File: config.mk
export PLATFORM = sky130hd
export DESIGN_NAME = layer_controller
export DESIGN_NICKNAME = d
export VERILOG_FILES = /design/src/rtl/layer_controller.sv
export SDC_FILE = /design/constraint.sdc
export NUM_CORES = 1
export LEC_CHECK = 0
export CORE_MARGIN = 2
export CORE_UTILIZATION = 63
export CTS_CLUSTER_SIZE = 30
export DETAILED_ROUTE_END_ITERATION = 16
export DONT_BUFFER_PORTS = 1
export PLACE_DENSITY = 0.84
export SLEW_MARGIN = 20
export SYNTH_ARGS = -nofsm -noshare
export SYNTH_HDL_FRONTEND = slang
export SYNTH_SLANG_ARGS = --single-unit
File: constraint.sdc
create_clock -name clock -period 2.9 [get_ports clock]
set_clock_uncertainty 0.2 [all_clocks]
set_input_delay 0.29 -clock clock [delete_from_list [all_inputs] [get_ports clock]]
set_output_delay 0.29 -clock clock [all_outputs]
set_load 0.005 [all_outputs]
File: src/rtl/layer_controller.sv
// Time-multiplexes one shared neuron datapath across all weight sets of a layer.
// A per-neuron watchdog aborts the pass if the datapath never answers.
module layer_controller #(
    parameter int DATA_WIDTH  = 32,
    parameter int NUM_NEURONS = 8,
    parameter int TIMEOUT     = 64
) (
    input  logic                                clock,
    input  logic                                reset_n,
    input  logic                                start,
    output logic                                busy,
    output logic [$clog2(NUM_NEURONS)-1:0]      neuron_select,
    output logic                                neuron_start,
    input  logic                                neuron_done,
    input  logic signed [DATA_WIDTH-1:0]        neuron_out,
    output logic signed [DATA_WIDTH-1:0]        outputs [NUM_NEURONS],
    output logic                                output_ready,
    output logic                                timeout_error
);
    localparam int IDX_W = $clog2(NUM_NEURONS);
    localparam int CNT_W = $clog2(TIMEOUT + 1);
    localparam logic [IDX_W-1:0] LAST_IDX  = IDX_W'(NUM_NEURONS - 1);
    localparam logic [CNT_W-1:0] LAST_WAIT = CNT_W'(TIMEOUT - 1);

    typedef enum logic [1:0] {IDLE, ISSUE, WAIT, DONE} state_t;

    state_t                       state_reg;
    logic [IDX_W-1:0]             index_reg;
    logic [CNT_W-1:0]             wait_cnt_reg;
    logic                         busy_reg;
    logic                         neuron_start_reg;
    logic                         output_ready_reg;
    logic                         timeout_error_reg;
    logic signed [DATA_WIDTH-1:0] buffer_reg [NUM_NEURONS];

    always_ff @(posedge clock) begin
        if (!reset_n) begin
            state_reg         <= IDLE;
            index_reg         <= '0;
            wait_cnt_reg      <= '0;
            busy_reg          <= 1'b0;
            neuron_start_reg  <= 1'b0;
            output_ready_reg  <= 1'b0;
            timeout_error_reg <= 1'b0;
            for (int i = 0; i < NUM_NEURONS; i++) begin
                buffer_reg[i] <= '0;
            end
        end else begin
            neuron_start_reg <= 1'b0;
            output_ready_reg <= 1'b0;
            case (state_reg)
                IDLE: begin
                    if (start) begin
                        state_reg         <= ISSUE;
                        index_reg         <= '0;
                        timeout_error_reg <= 1'b0;
                        busy_reg          <= 1'b1;
                        neuron_start_reg  <= 1'b1;
                    end
                end
                ISSUE: begin
                    state_reg    <= WAIT;
                    wait_cnt_reg <= '0;
                end
                WAIT: begin
                    // wait_cnt_reg holds (WAIT cycle number - 1); done on the last cycle still wins
                    if (neuron_done) begin
                        buffer_reg[index_reg] <= neuron_out;
                        if (index_reg == LAST_IDX) begin
                            state_reg        <= DONE;
                            output_ready_reg <= 1'b1;
                        end else begin
                            index_reg        <= index_reg + IDX_W'(1);
                            state_reg        <= ISSUE;
                            neuron_start_reg <= 1'b1;
                        end
                    end else if (wait_cnt_reg == LAST_WAIT) begin
                        timeout_error_reg <= 1'b1;
                        busy_reg          <= 1'b0;
                        state_reg         <= IDLE;
                    end else begin
                        wait_cnt_reg <= wait_cnt_reg + CNT_W'(1);
                    end
                end
                DONE: begin
                    state_reg <= IDLE;
                    busy_reg  <= 1'b0;
                end
                default: begin
                    state_reg <= IDLE;
                    busy_reg  <= 1'b0;
                end
            endcase
        end
    end

    for (genvar gi = 0; gi < NUM_NEURONS; gi++) begin : g_out
        assign outputs[gi] = buffer_reg[gi];
    end

    assign busy          = busy_reg;
    assign neuron_select = index_reg;
    assign neuron_start  = neuron_start_reg;
    assign output_ready  = output_ready_reg;
    assign timeout_error = timeout_error_reg;
endmodule
# Word level (Yosys, flattened, before mapping)
# Memories as Yosys holds them, arrays and structs flattened.
# Index checks and enable logic that the tools add are counted.
# totals
out_inout_bits	263
inputBits	36
ff_bits	16
ramBits	256
mem_count	1
word_cells	66
# op_classes
n_mux	33
n_eq_ne	12
n_reduce_logical	11
addsub	2
# memory_table
memory	words	word_bits	rd	rd_ports_with_merged_regs	write_ports	line_no	text
buffer_reg	8	32	8	0	8	34	logic signed [DATA_WIDTH-1:0] buffer_reg [NUM_NEURONS];
# ops
cell	n
$mux W32	1
$reduce_or A32 Y1	1
$mux W1	16
$mux W7	2
$pmux W7 S2	1
$mux W3	4
$ne A2 B2 Y1 const B	6
$reduce_and A4 Y1	3
$mux W2	4
$pmux W2 S4	1
$add A7 B1 Y7 const B	1
$eq A7 B6 Y1 const B	1
$pmux W3 S2	1
$reduce_and A3 Y1	2
$eq A2 B2 Y1 const B	2
$pmux W1 S2	2
$reduce_bool A2 Y1	2
$add A3 B1 Y3 const B	1
$eq A3 B3 Y1 const B	1
$ne A3 B3 Y1 const B	1
$pmux W1 S3	1
$reduce_bool A3 Y1	1
$eq A2 B1 Y1 const B	1
$logic_not A2 Y1	1
$reduce_and A2 Y1	1

# Longest topological paths before layout
# depth
ltp_word	6
depth_mapped	5
mapped_depth_nobuf	5

# Worst setup path after synthesis
# No wires, ideal clock.
# synth_timing
path_kind	reg2reg
start	register state_reg[1]
end	memory buffer_reg[4][0] (enable)
setup_slack_ns	0.484
path_stages_with_launch	5
arrival_ns	1.822
required_ns	2.306
path_buffers	1
cell_sequence	dfxtp_1 > buf_4 > nand4b_1 > nor3_2 > nand2b_1
# synth_lines
element	line_no	text
start: declaration	27	state_t state_reg;
start signal: assignment	38	state_reg <= IDLE;
start signal: assignment	54	state_reg <= ISSUE;
start signal: assignment	62	state_reg <= WAIT;
end: declaration	34	

==> metrics <==
vias per inst=roughly 6; worst-path maximum fanout=13; largest net degree at the start of global routing=33; Inserted Clock Buffers=26; worst hold path class=primary input to register; CTS tree=built; I/O Buffers=0; largest family of logic cells by synthesized area=simple AND/OR/NAND/NOR gates; Synth Area in XOR/XNOR=0%; Tot Pwr=7.95 mW; max FFs per register=256; Cell Count Post-Placement=858; clock-pin slew on the worst setup and hold paths=60 ps; Critical Path Sink Type=register; synth warn=0; Sw Ratio=20.1%; combinational fraction of design power=3.0%; grt ovf=0; final setup margin=489 ps; H-tree Lvls=1; Mapped Cells=653; Final Net Count=746; switching pwr=1.59 mW; Leak=4.46 nW; final hold violations=0; vias=5628; Area Overhead vs Synth=14.6%; Clk pwr share=40.0%; CTS Buffer Depth=3; ANT cells=0; starting density of the core=64.9%; fin crit share=~83%; ys async rst share=0%; CP cell instances=nand4b_1 > nor3_4 > nand2b_2 > buf_4; worst hold slack=24.7 ps; dominant synthesized flop cell=edfxtp_1; Util after Layout=74.4%; Post-synth EDFFs=256; Post-Place Cell Area=roughly 0.011 mm²; setup TNS=0 ps; FP Rows=46; PwrDens=667 mW/mm²; Mapped Area=0.0104 mm²; Worst-Skew Late Latency=500 ps; syn avg cell area=between 15 and 20 µm²; Slew Viols, Final=0; Rel. slew slack=roughly 38%; clk sink count=272; worst path arrival time=2410 ps; global placer's final weighted congestion=0.834; DRC Markers=0; wire per inst=26.5 µm; complex-gate fraction of the synthesized area=1.35%; Setup Crit Path Kind=register to register; Max Clock Freq=415 MHz; Critical Path Max Stage Delay=500 ps; Pre-antenna DRT Iters=4; total wire length=24800 µm; # setup viols final=0; Chip Width=132 µm; DR iter-0 viols=between 400 and 500; post-route cell area=0.0119 mm²; Synth Area in Adders=less than 1%; first-pass GRT wire length=36000 µm; CP Launch Type=register; cell-internal power=6.35 mW; Global Route Usage Sum=between 20% and 30%; Netlist cell types=41; pre-CTS setup slack=486 ps; VDD IR max=531 µV; Core Region=0.0160 mm²; die height=132 µm; CTS root buf=clkbuf_16; Die ar.=roughly 0.018 mm²; Simple-Gate Fraction of Synth Area=19.0%; CP max stage cell=dfxtp_1; Post-Layout Cell Count=938; actual slew at the worst max-slew pin=933 ps; flops & latches, synth=272; sequential share of power=56.9%; critical path required time=2900 ps; status=finished clean; layout cells sized above 1=9.70%; Mapped Nets=693; initial antenna violation count=0; post-route ant nets=0; mux cell area share after synthesis=0.578%; Max-Cap Viols=0; post-layout minimum cycle time=2410 ps; RSZ-0062 raised after global routing=false; I/O pin count=299; register area share after synthesis=77.1%; most frequent cells in the layout=and2_1, edfxtp_1, dlygate4sd3_1; vias in the first global route=5432; HPWL after DPL=15800 µm
## final timing paths
path	startpoint	endpoint	slack, ps	cells after the start
setup reg to reg	state_reg[1]	buffer_reg[5][20]	490	4
hold reg to reg	wait_cnt_reg[1]	wait_cnt_reg[1]	290	2
hold / removal	reset_n	buffer_reg[4][9]	20	1
setup / recovery	state_reg[1]	buffer_reg[5][20]	490	4
## final cells by class
cell class | instances | area, µm²
sequential | 272 | 8010
clock inverter | 12 | 104
fill | 939 | 4100
multi-input combinational | 346 | 2270
timing repair buffer | 55 | 541
tap | 216 | 270
clock buffer | 32 | 694
inverter | 5 | 18.8
## power by group through the flow
stage          sequential (mW)  clock, mW  combinational [mW]
3_5_place_dp              4.61          0               0.148
5_1_grt                   4.53       3.37               0.257
2_1_floorplan             4.56          0              0.0950
3_3_place_gp              4.60          0               0.142
4_1_cts                   4.53       3.19               0.239
6_report                  4.53       3.18               0.240
## layer usage
metal	routed length, µm	vias to the layer above	global-route usage [%]
li1	-	2403	-
met1	9120	2836	36.1
met2	12500	344	46.7
met3	2580	45	8.00
met4	648	0	7.29
met5	0	-	0
## cell families after synthesis
| logic type | after synthesis |
|---|---|
| adders and majority gates | 4 |
| muxes | 6 |
| buffers and inverters | 35 |
| AOI/OAI and AO/OA | 20 |
| and+or+nand+nor | 316 |
| DFF | 272 |
## synth_stat cells, types with 4 or more instances
cell type  instances  area (µm²)
a21oi_1            6        30.0
nor3_2             4        40.0
ha_1               4        50.1
nor2_1             4        15.0
edfxtp_1         256        7690
nand2_1            9        33.8
and2_1           256        1600
nand2b_1          12        75.1
and3_1             6        37.5
nand3_1           12        60.1
clkbuf_1          25        93.8
inv_1              5        18.8
mux2i_1            6        60.1
dfxtp_1           16         320
## critical path: cells and delay by family, from the launching register on
| kind | cells | cell delay, ps |
|---|---|---|
| buf+inv | 1 | 280 |
| simple gates | 3 | 1130 |
| flops | 1 | 500 |
## timing repair
action	4_1_cts	5_1_grt
hold buffers	36	0
buffers inserted	0	0
gates resized for setup	0	0
endpoints found under the hold margin	272	0
No activity file was read; power rests on OpenSTA's default activity.
